`config.mk`:
```
export PLATFORM = sky130hd
export DESIGN_NAME = sync_3bit_up_counter
export DESIGN_NICKNAME = d
export VERILOG_FILES = /design/src/rtl/sync_3bit_up_counter.sv
export SDC_FILE = /design/constraint.sdc
export NUM_CORES = 1
export LEC_CHECK = 0
export ABC_AREA = 1
export ABC_CLOCK_PERIOD_IN_PS = 2800
export BUFFER_PORTS_ARGS = -buffer_cell sky130_fd_sc_hd__buf_2
export CAP_MARGIN = 20
export CORE_AREA = 8 8 45 47
export DETAILED_ROUTE_END_ITERATION = 12
export DIE_AREA = 0 0 53 55
export PLACE_DENSITY = 0.48
export SLEW_MARGIN = 30
export SYNTH_ARGS = -nofsm -noshare
export SYNTH_HDL_FRONTEND = slang
export SYNTH_SLANG_ARGS = --single-unit
```
`constraint.sdc`:
```
create_clock -name clk -period 2.8 [get_ports clk]
set_input_delay 0 -clock clk [delete_from_list [all_inputs] [get_ports clk]]
set_output_delay 0 -clock clk [all_outputs]
set_load 0.02 [all_outputs]
```
`src/rtl/sync_3bit_up_counter.sv`:
```
// Synchronous modulo-MODULUS up counter with parallel load, clear, cascade carry and wrap status.
// Latency: q, wrap, wrapped and load_err update one clock after the controls are sampled; qbar and tc are combinational.
// Backpressure: none; every control input is accepted on every rising edge.
module sync_3bit_up_counter #(
    parameter int WIDTH   = 3,
    parameter int MODULUS = 8
) (
    input  logic             clk,
    input  logic             rst_n,
    input  logic             en,
    input  logic             clr,
    input  logic             load,
    input  logic [WIDTH-1:0] load_val,
    output logic [WIDTH-1:0] q,
    output logic [WIDTH-1:0] qbar,
    output logic             tc,
    output logic             wrap,
    output logic             wrapped,
    output logic             load_err
);

    generate
        if (MODULUS < 2 || MODULUS > (1 << WIDTH)) begin : g_bad_modulus
            $error("sync_3bit_up_counter: MODULUS must lie in 2 .. 2**WIDTH");
        end
    endgenerate

    // Comparisons are done one bit wider so MODULUS == 2**WIDTH is representable.
    localparam logic [WIDTH:0]   MOD_EXT = (WIDTH+1)'(MODULUS);
    localparam logic [WIDTH-1:0] TERM    = WIDTH'(MODULUS - 1);

    logic [WIDTH-1:0] r_q;
    logic             r_wrap;
    logic             r_wrapped;
    logic             r_load_err;

    logic [WIDTH-1:0] w_q_nxt;
    logic             w_wrap_nxt;
    logic             w_wrapped_nxt;
    logic             w_load_err_nxt;
    logic             w_at_term;
    logic             w_over_range;
    logic             w_load_ok;

    assign w_at_term    = (r_q == TERM);
    assign w_over_range = ({1'b0, r_q} >= MOD_EXT);
    assign w_load_ok    = ({1'b0, load_val} < MOD_EXT);

    always_comb begin
        w_q_nxt        = r_q;
        w_wrap_nxt     = 1'b0;
        w_wrapped_nxt  = r_wrapped;
        w_load_err_nxt = 1'b0;
        if (clr) begin
            w_q_nxt       = '0;
            w_wrapped_nxt = 1'b0;
        end else if (load) begin
            w_q_nxt        = w_load_ok ? load_val : TERM;
            w_load_err_nxt = ~w_load_ok;
        end else if (en) begin
            // An illegal code recovers to zero as if it had been the terminal count.
            if (w_at_term || w_over_range) begin
                w_q_nxt       = '0;
                w_wrap_nxt    = 1'b1;
                w_wrapped_nxt = 1'b1;
            end else begin
                w_q_nxt = r_q + WIDTH'(1);
            end
        end
    end

    always_ff @(posedge clk or negedge rst_n) begin
        if (!rst_n) begin
            r_q        <= '0;
            r_wrap     <= 1'b0;
            r_wrapped  <= 1'b0;
            r_load_err <= 1'b0;
        end else begin
            r_q        <= w_q_nxt;
            r_wrap     <= w_wrap_nxt;
            r_wrapped  <= w_wrapped_nxt;
            r_load_err <= w_load_err_nxt;
        end
    end

    assign q        = r_q;
    assign qbar     = ~r_q;
    assign tc       = en & w_at_term & ~clr & ~load;
    assign wrap     = r_wrap;
    assign wrapped  = r_wrapped;
    assign load_err = r_load_err;

endmodule

```
# == Word-level counts from Yosys, hierarchy flattened ==
# Cells that the tools add are included.
# totals
reg_bits,5
wordCells,28
input_bits,8
ramBits,0
output_inout_bits,10
latchBits,0
memories,0
romBits,0
# op_classes
n_eq_ne,2
magnitude_cmp,0
bitwise_logic,6
n_mux,12
multipliers,0
add_sub_neg,1
n_shift,0
div,0
n_reduce_logical,4
# op_table
cell,n
$mux W3,4
$mux W1,8
$reduce_bool A2 Y1,2
$add A3 B1 Y3 const B,1
$and A1 B1 Y1,3
$eq A3 B3 Y1 const B,1
$not A3 Y3,1
$reduce_and A3 Y1,1
$reduce_bool A3 Y1,1
$ne A2 B2 Y1 const B,1
$not A1 Y1,2

# == Logic depth before layout (Yosys ltp) ==
# Gate-level depths: netlist (run 1).
# depth
word_depth,5
depth_mapped,7
ltp_nobuf,7

# == Worst setup path before layout (run 1) ==
# No wires, ideal clock.
# synth_path
kind,register -> register
from,register r_q[0] (netlist: q[0])
to,register r_q[2] (netlist: q[2])
stages_incl_launch_ff,7
slack_ns,1.557
t_arrival_ns,1.127
t_required_ns,2.684
setup_ns,0.116
period_less_slack_ns,1.243
n_path_buf,0
path_cell_list,dfrtp_1 ha_1 ha_1 nand2_1 nand2_1 nand2_1 nand2_1
# synth_via
elab_chain_cells,5
word_cells_on_any_way,6
cone_classes,add/sub (1); eq/ne (1); mux (4)
# synth_lines
item,line_no,source
start: declaration,32,logic [WIDTH-1:0] r_q;
start signal: assignment,79,r_q <= w_q_nxt;
$add A3 B1 Y3 / $eq A3 B3 Y1 (equally long branches),"67, 45",
$mux W3 *,62,if (w_at_term || w_over_range) begin
$mux W3 *,60,end else if (en) begin
$mux W3 *,57,end else if (load) begin
$mux W3 *,54,if (clr) begin
# Every way passes the cells marked *; elsewhere a longest branch is shown, timed or not. The select of a mux whose other input is x is not followed.
# A chain may end at the register's enable or synchronous reset.

# == Final worst setup path (run 1) ==
# layout_path
from,register r_q[0] (netlist: q[0])
to,output port tc
# layout_via
elab_chain_cells,4
# layout_lines
item,line_no,source
$eq A3 B3 Y1,45,assign w_at_term = (r_q == TERM);
$and A1 B1 Y1 (3 in series),88,assign tc = en & w_at_term & ~clr & ~load;
end: declaration,16,"output logic tc,"
# Every way passes these cells.

==> results.md, run 1 <==
- Outcome: completed
- Hold_sp: load_val[2]
- Switching Fraction: 28.4%
- Met3 wire length: 139 um
- Placed inst area: 379 um^2
- CP Launch Type: register
- Final worst slack: 1.45 ns
- Crit. Startpoint: q[0]
- Final setup viols: 0
- Routed len/inst: 9.45 um
- Critical Path AT: 1.35 ns
- RSZ-0062 raised after global routing: no
- Via/cell ratio: between 3 and 4
- Chip Height: 55 um
- CTS clk-pin slew, worst paths: 0.04 ns
- Mux share of post-synthesis cell area: 0%
- Flop2flop setup slack: around 1.6 ns
- Total track usage: under 10%
- Vias in the first global route: 299
- Port Buffers: 16
- Final min period: between 1 and 1.5 ns
- Full die area: 2920 um^2
- Most common cell after layout, fill and taps aside: nand2_1
- TritonCTS clock tree: built
- CTS H-tree depth: 1
- Synthesis-to-finish area growth: 48.5%
- Clk root buf: clkbuf_4
- Internal Power: 145 uW
- Period utilization: 48.2%
- Final hold vios: 0
- Ports: 18
- Synth Area in Compound Gates: 4.80%
- Met2 routed WL: 304 um
- Core Region: approximately 1400 um^2
- Yosys cell types: 12
- Row count: 14
- Post_cts resized: 0
- WS Path Type: register to primary output
- Endpoint class of the critical path: primary output
- GRT overflow: 0
- Clk Latency, worst-skew pair: 0.24 ns
- Routed met1 length: 284 um
- Drt pass-1 iters: 4
- Simple logic cell fraction of the synthesized area: 31.0%
- Top-area cell type share of the netlist area: 43.7%
- Remaining DRCs: 0
- Peak supply drop: 0.282 mV
- Worst Hold Depth: 5
- Yosys reg bits: 5
- Commonest non-fill, non-tap cells in the layout: 18 x nand2_1, 16 x buf_2, 5 x inv_1, 5 x dfrtp_1
- Hold endpoint: q[2]
- Post-synthesis adder-cell area fraction: between 8 and 9%
- Cts bufs inserted: 3
- First-pass GRT wire length: 1240 um
- Mapped cell area: 287 um^2
- Largest family of logic cells by synthesized area: simple AND/OR/NAND/NOR gates
- FF-to-FF Start: q[0]
- DP HPWL: 608 um
- Area leader, netlist: dfrtp_1
- Design area: 425 um^2
- Post-synthesis sequential area ratio: 43.7%
- Clock Skew: 0.00385 ns
- Reg2reg end: q[0]
- Setup WS pre-CTS: 1.59 ns
- Syn_nets: 50
- Logic pwr share: approximately a fifth
- Top Metal Used: met3
- Syn_area_per_cell: around 7.2 um^2
- Slew Viols, Final: 0
- Clock Power Share: 40.6%
- Final layout net count: 72
- Max Cap Viol: 0
- Xor/xnor cell area share of the yosys netlist: 0%
- Sequential power share: 39.0%
- Top cells by area, synth: dfrtp_1 44%, nand2_1 24%, ha_1 8.7%
- Post-route ant nets: 0
- Cells after synthesis: 40
- NetSw: approximately 58 uW
- R2R cell count: 7
- Crit-path max FO: 4
- DIE WIDTH: between 50 and 60 um
- Post-CTS Setup Inserts: 0
- Critical Path RT: between 2 and 3 ns
- Initial DRC Count: 6
- Share of cells above drive strength 1: 34.4%
- Max Freq: 741 MHz
- Leak: 0.260 nW
- Fillers: approximately 150
- Largest net degree at the start of global routing: 7
- Gpl congestion: between 0.7 and 0.8
- P per Cell Area: 477 nW/um^2
- Bufs on Longest Clock Path: 2
- Antenna violations before repair: 0
- Clock Sinks: 5
- Initial Util: 20.7%
- Routed WL: roughly 730 um
- Setup TNS: 0 ns
- Yosys Warn Count: 0
- Worst hold-check path type: input pin to register
- DR vias: between 300 and 400
- Antenna fix cells: 0
[synth_stat cells]
cell type,instances
inv_1,5
nor3_1,1
dfrtp_1,5
inv_2,1
a21oi_2,1
nor2_1,3
nand2_1,18
buf_4,1
a21oi_1,1
nand3_1,1
conb_1,1
ha_1,2
[registers in the layout, summed over array words and instances (netlist names)]
register and count:
wrapped 1, q 3, wrap 1
[metrics by stage]
step	instances	utilization, %	total power, mW	hold WS, ns
floorplan	40	-	0.103	-0.296
global placement	71	27.4	0.120	-0.180
detailed placement	71	27.4	0.120	-0.181
CTS	77	30.7	0.209	0.0618
global route	77	30.7	0.222	0.0877
finish	77	30.7	0.203	0.0629
[worst max path at each step]
stage | slack, ns | to
after CTS | 1.42 | tc
after global placement | 1.60 | q[2]
after floorplan | 1.56 | q[2]
after global routing | 1.36 | tc
final | 1.45 | tc
after detailed placement | 1.59 | q[0]
[kinds of logic after synthesis]
kind of cell	Yosys count
other cells	1
flops	5
fa+ha+maj	2
buf+inv	7
compound gates	2
simple gates	23
[critical path, cell delays in order, from the launching register on]
cell and delay [ns]:
dfrtp_1 0.40, ha_1 0.21, ha_1 0.19, nand3_1 0.12, nor2_1 0.05, buf_2 0.15
[power by group through the flow]
stage               Combinational, mW  Sequential (mW)  Clock, mW
floorplan                      0.0192           0.0840          0
global placement               0.0403           0.0801          0
detailed placement             0.0398           0.0804          0
CTS                            0.0421           0.0794     0.0873
global route                   0.0467           0.0800     0.0955
finish                         0.0413           0.0792     0.0825
[area by class of cell]
class	instances	area [um^2]	share of cell area [%]
clock buffer	4	26.3	6.18
inverter	6	22.5	5.29
multi-input combinational	28	131	30.9
sequential	5	125	29.4
tap	16	20.0	4.71
timing repair buffer	18	100	23.5
[timing repair]
action                                  CTS  global route
hold buffers                              2             0
endpoints found under the hold margin     7             0
endpoints found under the setup margin    0             0
[metal layers]
layer,up-vias,track usage [%]
met1,127,6.12
met2,19,8.20
met4,0,2.59
li1,159,-
met5,-,0
met3,0,6.68
No activity file was read; power rests on OpenSTA's default activity.
==> run 2: changes to the inputs <==
--- a/config.mk
+++ b/config.mk
@@ -6,13 +6,13 @@
 export NUM_CORES = 1
 export LEC_CHECK = 0
 export ABC_AREA = 1
-export ABC_CLOCK_PERIOD_IN_PS = 2800
+export ABC_CLOCK_PERIOD_IN_PS = 1200
 export BUFFER_PORTS_ARGS = -buffer_cell sky130_fd_sc_hd__buf_2
 export CAP_MARGIN = 20
 export CORE_AREA = 8 8 45 47
 export DETAILED_ROUTE_END_ITERATION = 12
 export DIE_AREA = 0 0 53 55
-export PLACE_DENSITY = 0.48
+export PLACE_DENSITY = 0.5
 export SLEW_MARGIN = 30
 export SYNTH_ARGS = -nofsm -noshare
 export SYNTH_HDL_FRONTEND = slang
==> constraint.sdc (replaced) <==
create_clock -name clk -period 1.2 [get_ports clk]
set_input_delay 0 -clock clk [delete_from_list [all_inputs] [get_ports clk]]
set_output_delay 0 -clock clk [all_outputs]
set_load 0.02 [all_outputs]
==> results.md, run 2 (synthesis gave the netlist of run 1 again) <==
- GRT overflow: 0 (unchanged)
- Peak supply drop: 0.222 mV (-21%)
- Max Freq: 820 MHz
- Period utilization: 102%
- NetSw: 148 uW (+160%)
- Clock Sinks: 5 (unchanged)
- Internal Power: 352 uW (+140%)
- Largest net degree at the start of global routing: 7 (unchanged)
- Max Cap Viol: 0 (unchanged)
- Port Buffers: 16 (unchanged)
- Ports: 18 (unchanged)
- Critical Path RT: 1.20 ns (-1.60 ns)
- P per Cell Area: 975 nW/um^2 (+100%)
- Vias in the first global route: 317 (+6.0%)
- Synthesis-to-finish area growth: 79.0%
- Row count: 14 (unchanged)
- Final hold vios: 0 (unchanged)
- Cts bufs inserted: 3 (unchanged)
- Final worst slack: -0.0198 ns (-1.47 ns)
- Antenna violations before repair: 0 (unchanged)
- Commonest non-fill, non-tap cells in the layout: 18 x nand2_1, 15 x buf_2, 5 x inv_1
- CTS clk-pin slew, worst paths: 0.04 ns (about the same)
- Chip Height: 55 um (unchanged)
- Antenna fix cells: 0 (unchanged)
- Clock Skew: 0.00147 ns (-0.00239 ns)
- Switching Fraction: 29.6% (+1.1 points)
- Routed WL: 876 um (+20%)
- Failing checks: setup timing
- WS Path Type: register to primary output
- Most common cell after layout, fill and taps aside: nand2_1
- Critical Path AT: 1.22 ns (-0.13 ns)
- Clock Power Share: 39.0% (-1.6 points)
- DIE WIDTH: 53 um (unchanged)
- Endpoint class of the critical path: primary output
- CP Launch Type: register
- DP HPWL: 664 um (+9.2%)
- Bufs on Longest Clock Path: 2 (unchanged)
- DR vias: 311 (+2.0%)
- Fillers: 149 (-3.2%)
- Multi-input logic area: 180 um^2 (+37%)
- Final setup viols: 1 (+1)
- Logic pwr share: 23.6% (+3.2 points)
- Worst hold-check path type: input pin to register
- Initial Util: 20.7% (unchanged)
- Core Region: 1380 um^2 (unchanged)
- Clk Latency, worst-skew pair: 0.24 ns (about the same)
- Share of cells above drive strength 1: 52.3% (+18 points)
- Via/cell ratio: 3.84 (-3.1%)
- Initial DRC Count: 4 (-2)
- TritonCTS clock tree: built
- Slew Viols, Final: 0 (unchanged)
- Final layout net count: 76 (+5.6%)
- Setup TNS: -0.0198 ns (-0.0198 ns)
- Full die area: 2920 um^2 (unchanged)
- Design area: 513 um^2 (+21%)
- Hold_sp: load_val[1]
- Gpl congestion: 0.750 (+2.2%)
- Sequential power share: 37.4% (-1.6 points)
- Seq. cell area: 128 um^2 (+2.0%)
- Placed inst area: 399 um^2 (+5.3%)
- Remaining DRCs: 0 (unchanged)
- Max FFs per register: 3 (unchanged)
- Leak: 0.272 nW (+4.7%)
- RSZ-0062 raised after global routing: yes
- Clk root buf: clkbuf_4
- Total track usage: 7.02% (+0.83 points)
- First-pass GRT wire length: 1480 um (+20%)
- Crit-path max FO: 2 (-2)
- Outcome: finished, violations left
- CTS H-tree depth: 1 (unchanged)
- Final min period: about 1.2 ns
- Routed len/inst: 10.8 um (+14%)
- FF-to-FF Start: q[0]
- Drt pass-1 iters: 4 (unchanged)
- Crit. Startpoint: q[0]
- Post-route ant nets: 0 (unchanged)
run 2: final cells by class:
| cell class | instances | share of cell area (%) |
|---|---|---|
| repair buffers | 22 | 26.6 |
| clock buffers | 4 | 5.12 |
| multi-input cells | 28 | 35.1 |
| flip-flops and latches | 5 | 24.9 |
| well taps | 16 | 3.90 |
| inverters | 6 | 4.39 |
run 2: final timing paths:
check | slack, ns | cells after the start | end
max | -0.02 | 5 | tc
min | 0.06 | 5 | q[1]
max reg2reg | 0.02 | 6 | wrapped
min reg2reg | 0.53 | 2 | wrapped
max in group asynchronous | 0.95 | 2 | q[1]
min in group asynchronous | 0.10 | 2 | wrapped
run 2: layer usage:
| layer | wire (um) | global-route usage, % |
|---|---|---|
| met4 | 6 | 5.17 |
| met3 | 123 | 2.94 |
| met2 | 384 | 10.7 |
| met5 | 0 | 0 |
| met1 | 362 | 7.67 |
run 2: what timing repair did:
item,in CTS,in global routing
resized for setup,5,6
endpoints found under the hold margin,7,0
pin swaps,2,1
buffers inserted,1,1
endpoints found under the setup margin,1,3
hold buffers,2,0
run 2: through the flow:
stage | cells | power [mW] | utilization (%) | setup WS (ns) | hold slack [ns]
2_1_floorplan | 40 | 0.242 | - | 0.00600 | -0.296
3_3_place_gp | 73 | 0.290 | 28.8 | 0.0233 | -0.180
3_5_place_dp | 73 | 0.290 | 28.8 | 0.0249 | -0.177
4_1_cts | 80 | 0.502 | 34.9 | -0.0367 | 0.0537
5_1_grt | 81 | 0.531 | 37.1 | -0.0606 | 0.0998
6_report | 81 | 0.500 | 37.1 | -0.0198 | 0.0622
run 2: power by group through the flow:
stage	combinational, mW	sequential (mW)	clock (mW)
after floorplan	0.0451	0.197	0
after global placement	0.104	0.186	0
after detailed placement	0.104	0.186	0
after CTS	0.113	0.187	0.202
after global routing	0.134	0.189	0.209
final	0.118	0.187	0.195
run 2: worst max-delay path, cell delays in order, from the launching register on:
cell and delay, ns:
dfrtp_2 0.42, ha_4 0.18, ha_4 0.17, nand3_4 0.06, nor2_2 0.04, buf_6 0.12
==> run 3: changes to the inputs <==
--- a/config.mk
+++ b/config.mk
@@ -6,7 +6,7 @@
 export NUM_CORES = 1
 export LEC_CHECK = 0
 export ABC_AREA = 1
-export ABC_CLOCK_PERIOD_IN_PS = 1200
+export ABC_CLOCK_PERIOD_IN_PS = 990
 export BUFFER_PORTS_ARGS = -buffer_cell sky130_fd_sc_hd__buf_2
 export CAP_MARGIN = 20
 export CORE_AREA = 8 8 45 47
==> constraint.sdc (replaced) <==
create_clock -name clk -period 0.99 [get_ports clk]
set_input_delay 0 -clock clk [delete_from_list [all_inputs] [get_ports clk]]
set_output_delay 0 -clock clk [all_outputs]
set_load 0.02 [all_outputs]
==> results.md, run 3 (synthesis gave the netlist of run 1 again) <==
- Outcome: finished, violations left
- Failing checks: setup timing
- Placed inst area: 434 um^2 (+8.8%)
- CTS H-tree depth: 1 (unchanged)
- Kind of cell adding the most delay to the critical path: flip-flops
- Placed cell count: 74 (+1.4%)
- Buf/Inv on CP: 1 (unchanged)
- Peak supply drop: 0.358 mV (+61%)
- Max Freq: approximately 830 MHz
- GRT overflow: 0 (unchanged)
- Setup TNS: -0.722 ns (-0.702 ns)
- RSZ-0062 raised after global routing: yes
- DP HPWL: 644 um (-3.0%)
- DR vias: 306 (-1.6%)
- Seq. cell area: 128 um^2 (unchanged)
- Antenna violations before repair: 0 (unchanged)
- Setup WS pre-CTS: -0.114 ns (-0.139 ns)
- Clk Latency, worst-skew pair: 0.23 ns (about the same)
- Clock Sinks: 5 (unchanged)
- Full die area: 2920 um^2 (unchanged)
- First-pass GRT wire length: 1170 um (-21%)
- Core Region: 1380 um^2 (unchanged)
- Share of cells above drive strength 1: 53.8% (+1.5 points)
- Design area: 538 um^2 (+4.9%)
- Final std cells w/o fill: 81 (unchanged)
- Row count: 14 (unchanged)
- Final layout net count: 76 (unchanged)
- Max incr delay on CP: 0.41 ns (about the same)
- TritonCTS clock tree: built
- CP Launch Type: register
- Remaining DRCs: 0 (unchanged)
- Crit-path max FO: 2 (unchanged)
- Initial DRC Count: 4 (unchanged)
- Ports: 18 (unchanged)
- WS Path Type: register to primary output
- Chip Height: 55 um (unchanged)
- Via/cell ratio: 3.78 (-1.6%)
- Crit path top cell by count: ha_4
- Worst-path cell chain: ha_4 > ha_4 > nand3_4 > nor2_4 > buf_6
- Fillers: 145 (-2.7%)
- Routed WL: 731 um (-17%)
- P per Cell Area: 1130 nW/um^2 (+16%)
- Routed len/inst: 9.02 um (-17%)
- Layout Utilization: 38.9% (+1.8 points)
- Critical Path RT: 0.99 ns (-0.21 ns)
- Period utilization: 121%
- Final setup viols: 6 (+5)
- Cts bufs inserted: 3 (unchanged)
- Final min period: 1.20 ns
- Commonest non-fill, non-tap cells in the layout: 18 x nand2_1, 12 x buf_2, 5 x buf_6
- Largest net degree at the start of global routing: 7 (unchanged)
- Critical Path AT: 1.20 ns (-0.02 ns)
- Max Cap Viol: 0 (unchanged)
- Slew Viols, Final: 0 (unchanged)
- Clock Skew: 0.000609 ns (-0.000856 ns)
- CTS clk-pin slew, worst paths: 0.04 ns (about the same)
- Multi-input logic area: 183 um^2 (+1.4%)
- DIE WIDTH: 53 um (unchanged)
- Total track usage: 5.64% (-1.4 points)
- Port Buffers: 16 (unchanged)
- Leak: 0.284 nW (+4.3%)
- Gpl congestion: 0.735 (-1.9%)
- Vias in the first global route: 277 (-13%)
- Endpoint class of the critical path: primary output
- Bufs on Longest Clock Path: 2 (unchanged)
- Drt pass-1 iters: 4 (unchanged)
- Final hold vios: 0 (unchanged)
- Antenna fix cells: 0 (unchanged)
- Synthesis-to-finish area growth: 87.8%
- Final worst slack: -0.212 ns (-0.192 ns)
- Critical path's slowest cell: dfrtp_2
- Initial Util: 20.7% (unchanged)
- WHS: 0.0574 ns (-0.00478 ns)
- Most common cell after layout, fill and taps aside: nand2_1
- Max FFs per register: 3 (unchanged)
- Final Total Pwr: 610 uW (+22%)
- Clk root buf: clkbuf_4
- Post-route ant nets: 0 (unchanged)
- Worst hold-check path type: input pin to register
## run 3: cell count changes in the layout (fill, tap and decap cells not counted)
cell | before | now
buf_6 | 1 | 5
buf_2 | 15 | 12
inv_1 | 5 | 3
inv_2 | 1 | 3
nor2_2 | 3 | 1
buf_4 | 4 | 3
nor2_1 | 0 | 1
nor2_4 | 0 | 1
## run 3: worst paths after layout
| kind | start | to | slack [ns] | cells past startpoint |
|---|---|---|---|---|
| worst max-delay path | q[1] | tc | -0.21 | 5 |
| worst min-delay path | load_val[2] | q[2] | 0.06 | 5 |
| worst max register to register | q[1] | q[0] | -0.13 | 7 |
| worst min register to register | wrapped | wrapped | 0.53 | 2 |
| max in group asynchronous | rst_n | q[1] | 0.74 | 2 |
| min in group asynchronous | rst_n | wrap | 0.11 | 2 |
## run 3: final cells by class
| class | count | share of cell area [%] |
|---|---|---|
| well taps | 16 | 3.72 |
| flip-flops and latches | 5 | 23.7 |
| multi-input cells | 28 | 34.0 |
| inverters | 6 | 4.19 |
| clock buffers | 4 | 4.88 |
| repair buffers | 22 | 29.5 |
## run 3: per-layer routing
metal / up-vias / routed length [um] / GRT usage (%)
li1: 171 / - / -
met1: 124 / 320 / 6.89
met2: 11 / 321 / 6.84
met3: 0 / 89 / 2.94
met4: 0 / 0 / 5.17
met5: - / 0 / 0
## run 3: timing repair
item,in CTS,in global routing
hold buffers,2,0
endpoints found under the setup margin,8,9
resized for setup,8,7
pin swaps,2,1
endpoints found under the hold margin,7,0
setup buffers,1,0
## run 3: worst min-delay path: stages
cell	delay [ns]
buf_2	0.07
nand2_1	0.04
nand2_1	0.05
nand2_1	0.05
nand2_1	0.05
## run 3: where the power goes
group          internal (mW)  switching [mW]  leakage (nW)  total [mW]
combinational         0.0743          0.0877         0.204       0.162
clock                  0.152          0.0714        0.0150       0.223
sequential             0.216         0.00953        0.0649       0.225
